File: src/rtl/alu_pkg.sv
// -----------------------------------------------------------------------------
// alu_pkg
// Shared definitions for the ALU issue front-end: opcode width, indices into
// the captured flag vector {of_und, err, zero}, and the issue FSM states.
// -----------------------------------------------------------------------------
package alu_pkg;

    localparam int OP_W = 4;

    localparam int FLG_ZERO  = 0;
    localparam int FLG_ERR   = 1;
    localparam int FLG_OFUND = 2;

    typedef enum logic [1:0] {
        IDLE = 2'd0,
        EXEC = 2'd1,
        HOLD = 2'd2
    } issue_state_t;

endpackage

File: src/rtl/alu_issue_ctrl_if.sv
// -----------------------------------------------------------------------------
// alu_issue_ctrl_if
// Bundles every non-clock signal of alu_issue_ctrl:
//   cmd_*   command push handshake (valid/ready) and fields
//   alu_*   registered operands out to the ALU, combinational results back
//   res_*   held result handshake (valid/ready), data and flags
//   err_cnt saturating error count, busy activity indicator
// Modports: slave = the issue controller, master = its environment.
// -----------------------------------------------------------------------------
interface alu_issue_ctrl_if #(
    parameter int W        = 8,
    parameter int ERRCNT_W = 8
);
    import alu_pkg::*;

    logic                cmd_valid;
    logic                cmd_ready;
    logic [W-1:0]        cmd_a;
    logic [W-1:0]        cmd_b;
    logic [OP_W-1:0]     cmd_op;
    logic                cmd_chain;

    logic [W-1:0]        alu_a;
    logic [W-1:0]        alu_b;
    logic [OP_W-1:0]     alu_op;
    logic [W-1:0]        alu_o;
    logic                alu_of_und;
    logic                alu_err;
    logic                alu_zero;

    logic                res_valid;
    logic                res_ready;
    logic [W-1:0]        res_data;
    logic [2:0]          res_flags;

    logic [ERRCNT_W-1:0] err_cnt;
    logic                busy;

    modport slave (
        input  cmd_valid, cmd_a, cmd_b, cmd_op, cmd_chain,
        output cmd_ready,
        output alu_a, alu_b, alu_op,
        input  alu_o, alu_of_und, alu_err, alu_zero,
        output res_valid, res_data, res_flags,
        input  res_ready,
        output err_cnt, busy
    );

    modport master (
        output cmd_valid, cmd_a, cmd_b, cmd_op, cmd_chain,
        input  cmd_ready,
        input  alu_a, alu_b, alu_op,
        output alu_o, alu_of_und, alu_err, alu_zero,
        input  res_valid, res_data, res_flags,
        output res_ready,
        input  err_cnt, busy
    );

endinterface

File: src/rtl/alu_issue_ctrl_fifo.sv
// -----------------------------------------------------------------------------
// alu_cmd_fifo
// Synchronous FIFO, WIDTH bits x DEPTH entries (DEPTH power of two, >= 2).
// Ports: clk, rst (async high), i_push/i_data, i_pop/o_data (head, show-ahead),
//        o_full, o_empty. Push while full and pop while empty are ignored.
// Pointers carry one extra bit so full and empty are distinguishable.
// -----------------------------------------------------------------------------
module alu_cmd_fifo #(
    parameter int WIDTH = 8,
    parameter int DEPTH = 4
) (
    input  logic             clk,
    input  logic             rst,
    input  logic             i_push,
    input  logic [WIDTH-1:0] i_data,
    input  logic             i_pop,
    output logic [WIDTH-1:0] o_data,
    output logic             o_full,
    output logic             o_empty
);
    localparam int AW = $clog2(DEPTH);

    logic [AW:0]      r_wp, r_rp;
    logic [WIDTH-1:0] r_mem [DEPTH];
    logic             w_push, w_pop;

    assign o_empty = (r_wp == r_rp);
    assign o_full  = (r_wp[AW] != r_rp[AW]) && (r_wp[AW-1:0] == r_rp[AW-1:0]);
    assign w_push  = i_push && !o_full;
    assign w_pop   = i_pop && !o_empty;
    assign o_data  = r_mem[r_rp[AW-1:0]];

    always_ff @(posedge clk or posedge rst) begin
        if (rst) begin
            r_wp <= '0;
            r_rp <= '0;
        end else begin
            if (w_push) r_wp <= r_wp + (AW+1)'(1);
            if (w_pop)  r_rp <= r_rp + (AW+1)'(1);
        end
    end

    // Storage needs no reset: empty pointers hide stale contents.
    always_ff @(posedge clk) begin
        if (w_push) r_mem[r_wp[AW-1:0]] <= i_data;
    end

endmodule

File: src/rtl/alu_issue_ctrl.sv
// -----------------------------------------------------------------------------
// alu_issue_ctrl
// Command front-end for a combinational ALU. Commands are queued in
// alu_cmd_fifo, issued one at a time through registered alu_a/alu_b/alu_op,
// and the ALU result plus flags are captured into a held res_* handshake.
// Ports: clk, rst (async high), bus (alu_issue_ctrl_if.slave).
// Parameters: W data width, DEPTH FIFO depth, ERRCNT_W err_cnt width.
// Optional feature macro ALU_ISSUE_CHAIN_EN: keeps an accumulator of the last
// captured result; a command with cmd_chain=1 takes its A operand from it.
// -----------------------------------------------------------------------------
module alu_issue_ctrl
    import alu_pkg::*;
#(
    parameter int W        = 8,
    parameter int DEPTH    = 4,
    parameter int ERRCNT_W = 8
) (
    input logic                clk,
    input logic                rst,
    alu_issue_ctrl_if.slave    bus
);
`ifdef ALU_ISSUE_CHAIN_EN
    localparam int FW = 1 + OP_W + 2*W;
`else
    localparam int FW = OP_W + 2*W;
`endif

    issue_state_t        r_state;
    logic [W-1:0]        r_alu_a, r_alu_b;
    logic [OP_W-1:0]     r_alu_op;
    logic                r_res_valid;
    logic [W-1:0]        r_res_data;
    logic [2:0]          r_res_flags;
    logic [ERRCNT_W-1:0] r_err_cnt;

    logic [FW-1:0]       w_wdata, w_head;
    logic                w_full, w_empty, w_pop, w_accept;
    logic [W-1:0]        w_next_a;

`ifdef ALU_ISSUE_CHAIN_EN
    logic [W-1:0]        r_acc;
    assign w_wdata  = {bus.cmd_chain, bus.cmd_op, bus.cmd_b, bus.cmd_a};
    assign w_next_a = w_head[FW-1] ? r_acc : w_head[W-1:0];
`else
    logic w_unused_chain;
    assign w_unused_chain = bus.cmd_chain;
    assign w_wdata  = {bus.cmd_op, bus.cmd_b, bus.cmd_a};
    assign w_next_a = w_head[W-1:0];
`endif

    assign w_accept = r_res_valid && bus.res_ready;
    // Pop whenever the FSM is about to (re)load the ALU registers.
    assign w_pop    = !w_empty && ((r_state == IDLE) || (r_state == HOLD && w_accept));

    alu_cmd_fifo #(.WIDTH(FW), .DEPTH(DEPTH)) u_fifo (
        .clk     (clk),
        .rst     (rst),
        .i_push  (bus.cmd_valid),
        .i_data  (w_wdata),
        .i_pop   (w_pop),
        .o_data  (w_head),
        .o_full  (w_full),
        .o_empty (w_empty)
    );

    always_ff @(posedge clk or posedge rst) begin
        if (rst) begin
            r_state     <= IDLE;
            r_alu_a     <= '0;
            r_alu_b     <= '0;
            r_alu_op    <= '0;
            r_res_valid <= 1'b0;
            r_res_data  <= '0;
            r_res_flags <= '0;
            r_err_cnt   <= '0;
`ifdef ALU_ISSUE_CHAIN_EN
            r_acc       <= '0;
`endif
        end else begin
            if (w_pop) begin
                r_alu_a  <= w_next_a;
                r_alu_b  <= w_head[2*W-1:W];
                r_alu_op <= w_head[2*W+OP_W-1:2*W];
            end
            case (r_state)
                IDLE: if (w_pop) r_state <= EXEC;
                EXEC: begin
                    r_res_data             <= bus.alu_o;
                    r_res_flags[FLG_OFUND] <= bus.alu_of_und;
                    r_res_flags[FLG_ERR]   <= bus.alu_err;
                    r_res_flags[FLG_ZERO]  <= bus.alu_zero;
                    r_res_valid            <= 1'b1;
                    if (bus.alu_err && (r_err_cnt != {ERRCNT_W{1'b1}}))
                        r_err_cnt <= r_err_cnt + ERRCNT_W'(1);
`ifdef ALU_ISSUE_CHAIN_EN
                    r_acc                  <= bus.alu_o;
`endif
                    r_state                <= HOLD;
                end
                HOLD: if (w_accept) begin
                    r_res_valid <= 1'b0;
                    r_state     <= w_pop ? EXEC : IDLE;
                end
                default: r_state <= IDLE;
            endcase
        end
    end

    assign bus.cmd_ready = !w_full;
    assign bus.alu_a     = r_alu_a;
    assign bus.alu_b     = r_alu_b;
    assign bus.alu_op    = r_alu_op;
    assign bus.res_valid = r_res_valid;
    assign bus.res_data  = r_res_data;
    assign bus.res_flags = r_res_flags;
    assign bus.err_cnt   = r_err_cnt;
    assign bus.busy      = (r_state != IDLE) || !w_empty;

endmodule

File: src/flat_wrapper.sv
// flat-port wrapper written by rule: the top's interface ports become plain ports
module alu_issue_ctrl_flat import alu_pkg::*;
#(
    parameter int W        = 8,
    parameter int DEPTH    = 4,
    parameter int ERRCNT_W = 8
)
  (clk, rst, bus_cmd_valid, bus_cmd_a, bus_cmd_b, bus_cmd_op, bus_cmd_chain, bus_cmd_ready, bus_alu_a, bus_alu_b, bus_alu_op, bus_alu_o, bus_alu_of_und, bus_alu_err, bus_alu_zero, bus_res_valid, bus_res_data, bus_res_flags, bus_res_ready, bus_err_cnt, bus_busy);
  alu_issue_ctrl_if #(.W(W), .ERRCNT_W(ERRCNT_W)) bus_i ();
  input logic clk;
  input logic rst;
  input wire logic [$bits(bus_i.cmd_valid)-1:0] bus_cmd_valid;
  input wire logic [$bits(bus_i.cmd_a)-1:0] bus_cmd_a;
  input wire logic [$bits(bus_i.cmd_b)-1:0] bus_cmd_b;
  input wire logic [$bits(bus_i.cmd_op)-1:0] bus_cmd_op;
  input wire logic [$bits(bus_i.cmd_chain)-1:0] bus_cmd_chain;
  output wire logic [$bits(bus_i.cmd_ready)-1:0] bus_cmd_ready;
  output wire logic [$bits(bus_i.alu_a)-1:0] bus_alu_a;
  output wire logic [$bits(bus_i.alu_b)-1:0] bus_alu_b;
  output wire logic [$bits(bus_i.alu_op)-1:0] bus_alu_op;
  input wire logic [$bits(bus_i.alu_o)-1:0] bus_alu_o;
  input wire logic [$bits(bus_i.alu_of_und)-1:0] bus_alu_of_und;
  input wire logic [$bits(bus_i.alu_err)-1:0] bus_alu_err;
  input wire logic [$bits(bus_i.alu_zero)-1:0] bus_alu_zero;
  output wire logic [$bits(bus_i.res_valid)-1:0] bus_res_valid;
  output wire logic [$bits(bus_i.res_data)-1:0] bus_res_data;
  output wire logic [$bits(bus_i.res_flags)-1:0] bus_res_flags;
  input wire logic [$bits(bus_i.res_ready)-1:0] bus_res_ready;
  output wire logic [$bits(bus_i.err_cnt)-1:0] bus_err_cnt;
  output wire logic [$bits(bus_i.busy)-1:0] bus_busy;
  assign bus_i.cmd_valid = bus_cmd_valid;
  assign bus_i.cmd_a = bus_cmd_a;
  assign bus_i.cmd_b = bus_cmd_b;
  assign bus_i.cmd_op = bus_cmd_op;
  assign bus_i.cmd_chain = bus_cmd_chain;
  assign bus_cmd_ready = bus_i.cmd_ready;
  assign bus_alu_a = bus_i.alu_a;
  assign bus_alu_b = bus_i.alu_b;
  assign bus_alu_op = bus_i.alu_op;
  assign bus_i.alu_o = bus_alu_o;
  assign bus_i.alu_of_und = bus_alu_of_und;
  assign bus_i.alu_err = bus_alu_err;
  assign bus_i.alu_zero = bus_alu_zero;
  assign bus_res_valid = bus_i.res_valid;
  assign bus_res_data = bus_i.res_data;
  assign bus_res_flags = bus_i.res_flags;
  assign bus_i.res_ready = bus_res_ready;
  assign bus_err_cnt = bus_i.err_cnt;
  assign bus_busy = bus_i.busy;
  alu_issue_ctrl #(.W(W), .DEPTH(DEPTH), .ERRCNT_W(ERRCNT_W)) u_core (.clk(clk), .rst(rst), .bus(bus_i));
endmodule
File: config.mk
export PLATFORM = sky130hd
export DESIGN_NAME = alu_issue_ctrl_flat
export DESIGN_NICKNAME = d
export VERILOG_FILES = /design/src/rtl/alu_pkg.sv /design/src/rtl/alu_issue_ctrl_if.sv /design/src/rtl/alu_issue_ctrl_fifo.sv /design/src/rtl/alu_issue_ctrl.sv /design/src/flat_wrapper.sv
export SDC_FILE = /design/constraint.sdc
export NUM_CORES = 1
export LEC_CHECK = 0
export BUFFER_PORTS_ARGS = -buffer_cell sky130_fd_sc_hd__buf_2
export CAP_MARGIN = 30
export CORE_MARGIN = 2
export CORE_UTILIZATION = 50
export CTS_BUF_LIST = sky130_fd_sc_hd__clkbuf_8
export DETAILED_ROUTE_END_ITERATION = 16
export GPL_ROUTABILITY_DRIVEN = 0
export PLACE_DENSITY = 0.83
export SLEW_MARGIN = 20
export SYNTH_ARGS = -nofsm -noshare
export SYNTH_HDL_FRONTEND = slang
export SYNTH_SLANG_ARGS = --single-unit
File: constraint.sdc
create_clock -name clk -period 3.8 [get_ports clk]
set_input_delay 0.19 -clock clk [delete_from_list [all_inputs] [get_ports clk]]
set_output_delay 0.19 -clock clk [all_outputs]
set_load 0.05 [all_outputs]
; ---- Word level (Yosys, flattened, before mapping)
; Memory sizes are Yosys's and may differ from the RTL's. A register that Yosys moved wholly into a read port is not among the register bits.
; Index checks and enable logic that the tools add are counted.
[word_totals]
regBits = 28
mem_bits_rw = 80
inputBits = 36
out_inout_bits = 42
word_cells = 44
n_memories = 1
[op_classes]
addsub = 3
eq_ne = 8
muxes = 8
reduce_logical = 17
[mem_list]
columns = name, words, word_bits, read_ports, rd_clocked_by_memory_dff, write_ports, line
row1 = u_core.u_fifo.r_mem, 4, 20, 1, 1, 1, alu_issue_ctrl_fifo.sv:24  ; logic [WIDTH-1:0] r_mem [DEPTH];
[ops]
columns = op, count
row1 = 8-bit by 1-bit adder with 8-bit output (second input constant), 1
row2 = 8-bit != test (second input constant), 1
row3 = 1-bit logical AND, 7
row4 = 3-bit by 1-bit adder with 3-bit output (second input constant), 2
row5 = 2-bit one-hot mux with 3 select lines, 1
row6 = 2-bit AND reduction, 3
row7 = 1-bit 2-to-1 mux, 4
row8 = 2-bit 2-to-1 mux, 2
row9 = 2-bit nonzero test, 2
row10 = 3-bit == test, 1
row11 = 2-bit by 1-bit == test with 1-bit output (second input constant), 1
row12 = 2-bit == test, 1
row13 = 2-bit == test (second input constant), 1
row14 = 1-bit logical NOT, 2
row15 = 2-bit logical NOT, 1
row16 = 1-bit logical OR, 2
row17 = 2-bit by 1-bit != test with 1-bit output (second input constant), 1
row18 = 2-bit != test (second input constant), 1
row19 = 1-bit one-hot mux with 2 select lines, 1
row20 = 1-bit != test, 1

; ---- Depth between registers and ports, before layout
[logic_depth]
ltp_word = 7
mapped_depth = 5

; ---- Modules after synthesis
; A second synthesis with hierarchy kept.
[unflattened]
cells_unflattened = 276
hier_area_um2 = 5241.3
[modules_own_cells]
columns = module, instances, cells_per_inst, area_per_inst_um2, seq_area_each_um2
row1 = alu_cmd_fifo, 1, 155, 3403.3, 2552.4
row2 = alu_issue_ctrl, 1, 121, 1838.0, 1051.0

; ---- Worst setup path before layout
; Ideal clock, no wire load.
[synth_timing]
path_type = reg-to-reg
from = register u_core.u_fifo.r_rp[0]
to = register u_core.u_fifo.r_wp[2]
setup_time_ps = 161
t_arrival_ps = 2129
setup_slack_ps = 1510
stages_incl_launch_ff = 5
n_path_buf = 0
synth_period_minus_slack_ps = 2290
path_cell_list = dfrtp_1 -> xnor2_1 -> nand3b_1 -> and3_1 -> xor2_1
[synth_between]
elab_chain_cells = 4
[synth_lines]
columns = element, line
row1 = from (decl), alu_issue_ctrl_fifo.sv:23  ; logic [AW:0] r_wp, r_rp;
row2 = from (signal assigned), alu_issue_ctrl_fifo.sv:39  ; if (w_pop) r_rp <= r_rp + (AW+1)'(1);
row3 = 2-bit == test, alu_issue_ctrl_fifo.sv:28  ; assign o_full = (r_wp[AW] != r_rp[AW]) && (r_wp[AW-1:0] == r_rp[AW-1:0]);
row4 = 1-bit logical AND, alu_issue_ctrl_fifo.sv:28
row5 = 1-bit logical NOT, n/a
row6 = via bus_cmd_ready, flat_wrapper.sv:17  ; output wire logic [$bits(bus_i.cmd_ready)-1:0] bus_cmd_ready;
row7 = 1-bit logical AND, alu_issue_ctrl_fifo.sv:29  ; assign w_push = i_push && !o_full;
row8 = to (signal assigned), alu_issue_ctrl_fifo.sv:38  ; if (w_push) r_wp <= r_wp + (AW+1)'(1);
row9 = to (decl), alu_issue_ctrl_fifo.sv:23
; The timed path passes the listed nets, and every way through them passes these cells.
; A chain may end at the register's enable or synchronous reset.

; ---- Worst setup path after layout
[layout_timing]
from = register u_core.u_fifo.r_rp[2]
to = memory u_core.u_fifo.r_mem[2][1] (netlist bit) (enable)
[layout_between]
elab_chain_cells = 6
[layout_lines]
columns = element, line
row1 = 1-bit != test, alu_issue_ctrl_fifo.sv:28
row2 = 1-bit logical AND, alu_issue_ctrl_fifo.sv:28
row3 = 1-bit logical NOT, alu_issue_ctrl_fifo.sv:29
row4 = 1-bit logical AND, alu_issue_ctrl_fifo.sv:29
row5 = 1-bit 2-to-1 mux, alu_issue_ctrl_fifo.sv:45  ; if (w_push) r_mem[r_wp[AW-1:0]] <= i_data;
row6 = 1-bit 2-to-1 mux (implied by the code), alu_issue_ctrl_fifo.sv:45
row7 = to (decl), alu_issue_ctrl_fifo.sv:24
; Every way passes these cells.

==> run summary <==
status: finished, final reports clean
leakage: 0.00247 uW
post-CTS sizing: 0
crit path from: u_core.u_fifo.r_rp[2]
Synth cell types: 31
syn nets: 292
# rows: 36
Power Total: 5790 uW
Nets: 421
worst setup margin: 1750 ps
top-area cell type share of the netlist area: 0.489
final hold violation count: 0
routed vias: 2691
Req. time, crit path: 3930 ps
Setup crit end kind: flip-flop
number of iterations in the first detailed-routing pass: 4
vias in the first global route: 2821
largest area contributor in the netlist: edfxtp_1
setup violators final: 0
DR vias/cell: 5.13
Layout area overhead: 27.0%
initial antenna violation count: 0
CTS tree: done
Core Region: 9640 um2
# diodes: 0
share of layout cells above drive strength 1: 0.439
Port Buffers: 76
Synth Warn #: 0
fin crit share: 0.539
cell chain of the critical path: xnor2_1 -> nand3b_1 -> and3_1 -> buf_8
Max Cap Violations: 0
Hold Startpoint: bus_cmd_valid
H-tree depth reported by CTS: 4
FMAX: 0.488 GHz
CTS root buffer: clkbuf_8
worst-margin pin slew: 484 ps
slowest cell delay on critical path: 490 ps
CP Launch Type: flip-flop
DP Worst Slack: 1740 ps
Die H: 103 um
Cell Count, Final, Fillers Out: 525
post-CTS setup buffers: 0
dpl cells: 460
Setup Skew: 13.4 ps
Hold WC Path Type: input port to flip-flop
largest net degree at the start of global routing: 33
CP Class: flip-flop to flip-flop
Cells after Synth: 250
post-synthesis sequential area ratio: 0.733
unrepaired setup endpoints after global routing: no
Overflow after GRT: 0
leading cell type in the layout, fill and taps excluded: edfxtp_1
initial detailed-routing violation count: 94
worst vdd ir: 0.000439 V
Die Width: 103 um
All-Layer GR Usage: 0.184
synthesized cell area: 4910 um2
Avg Cell Area, Syn: 19.7 um2
Max clock buf depth: 2
DR WL/cell: 17.0 um
io pins: 78
Worst slew margin: 0.677
# fillers: 694
Routed Antenna Nets: 0
synthesis-stage register bit count: 128
min Tclk post-route: 2050 ps
Die Area: 10600 um2
Worst-Skew Late Latency: 430 ps
TritonCTS buffer count: 17
FF-to-FF Start: u_core.u_fifo.r_rp[2]
clock sink count: 128
power per cell area: 928 nW/um2
clock input transition at the sequential cells of the worst setup and hold paths: 70 ps
DP Wirelength: 5.37 mm
most frequent cells in the layout: edfxtp_1 (80), buf_2 (76), dfrtp_1 (48), mux2_2 (33), dlygate4sd3_1 (32)
first-pass GRT wire length: 14.0 mm
Initial Util: 0.510
Critical Path AT: 2180 ps
Setup TNS: 0 ps
ranking of synthesized cells by area: edfxtp_1 (49%), dfrtp_1 (24%), mux4_2 (9.2%)
Slew Viols, Final: 0
drc violations: 0
drt total wl: 8.93 mm
worst-path maximum fanout: 13
Max stage delay cell, worst path: and3_1
## repair_timing
action | in CTS | in global routing
hold buffers | 32 | 0
setup endpoints to repair | 0 | 0
hold endpoints to repair | 107 | 0
## cell usage after synthesis
master and count:
mux2i_1 1, xnor2_1 7, mux2_1 1, buf_6 2, a41oi_1 1, mux2_2 33
buf_2 2, o21ai_0 3, nor2b_1 2, edfxtp_1 80, o211ai_1 1, nand3b_1 2
dfrtp_1 48, nor4_1 1, o21bai_1 1, a21boi_0 1, nand2_1 4, o21a_1 1
inv_1 8, clkbuf_1 3, mux4_2 20, and4_1 1, nor3_1 1, xor2_1 3
and3_1 5, a31oi_1 2, ha_1 6, a311oi_4 1, nor2_1 3, nand3_1 4
nand4_1 2
## state kept, by name, summed over array words and instances, names as in the netlist, 2 cells and up
register and cells:
u_core.bus.alu_op 4, u_core.u_fifo.r_mem 80, u_core.u_fifo.r_wp 3, u_core.bus.alu_a 8
u_core.bus.err_cnt 8, u_core.bus.res_data 8, u_core.r_state 2, u_core.bus.res_flags 3
u_core.bus.alu_b 8, u_core.u_fifo.r_rp 3
## layer usage
metal  vias to the layer above  GRT usage  part of all wire
li1                       1236          -                 -
met1                      1375      0.212              0.41
met2                        67      0.324              0.53
met3                        13     0.0563             0.041
met4                         0     0.0658             0.014
met5                         -          0                 0
## stage by stage
stage | hold WS [ps] | utilization | instance area (um2)
global placement | 400 | 0.565 | 5450
floorplan | 289 | - | 4910
finish | 99.0 | 0.648 | 6240
CTS | 72.7 | 0.647 | 6230
detailed placement | 216 | 0.572 | 5510
global route | 79.2 | 0.648 | 6240
## worst max-delay path, delay by kind of cell (launching register included)
kind / cells / cell delay, ps
flops: 1 / 410
simple gates: 2 / 760
xor+xnor: 1 / 350
buf+inv: 1 / 240
## kinds of logic (layout without fill, tap and decap cells)
kind of cell	after synthesis	after routing	share of synthesized area
DFF	128	128	0.733
muxes	55	55	0.172
and+or+nand+nor	25	25	0.0280
buffers and inverters	15	157	0.0150
AOI/OAI and AO/OA	11	11	0.0188
xor gates and xnor gates	10	10	0.0178
adders and majority gates	6	6	0.0153
## final cells by class
type	count	area (um2)	share of cell area
Multi-Input combinational cell	107	1240	0.198
Clock buffer	18	248	0.0397
Tap cell	133	166	0.0267
Timing Repair Buffer	117	803	0.129
Clock inverter	14	155	0.0249
Sequential cell	128	3600	0.577
Inverter	8	30.0	0.00481
## worst paths after layout
path	end	cells past startpoint	slack, ps
worst min register to register	u_core.bus.alu_op[1]	1	490
max in group asynchronous	u_core.u_fifo.r_rp[2]	4	2960
worst max-delay path	u_core.u_fifo.r_mem[2][1]	4	1750
worst min-delay path	u_core.u_fifo.r_wp[0]	3	100
min in group asynchronous	u_core.bus.alu_b[1]	3	320
worst max register to register	u_core.u_fifo.r_mem[2][1]	4	1750
## power breakdown
group          internal [uW]  leakage [uW]  switching, uW
clock                    612      0.000201            558
combinational            907      0.000967           1530
sequential              1960       0.00130            220
total                   3480       0.00247           2310
(Power assumes the default switching activity.)
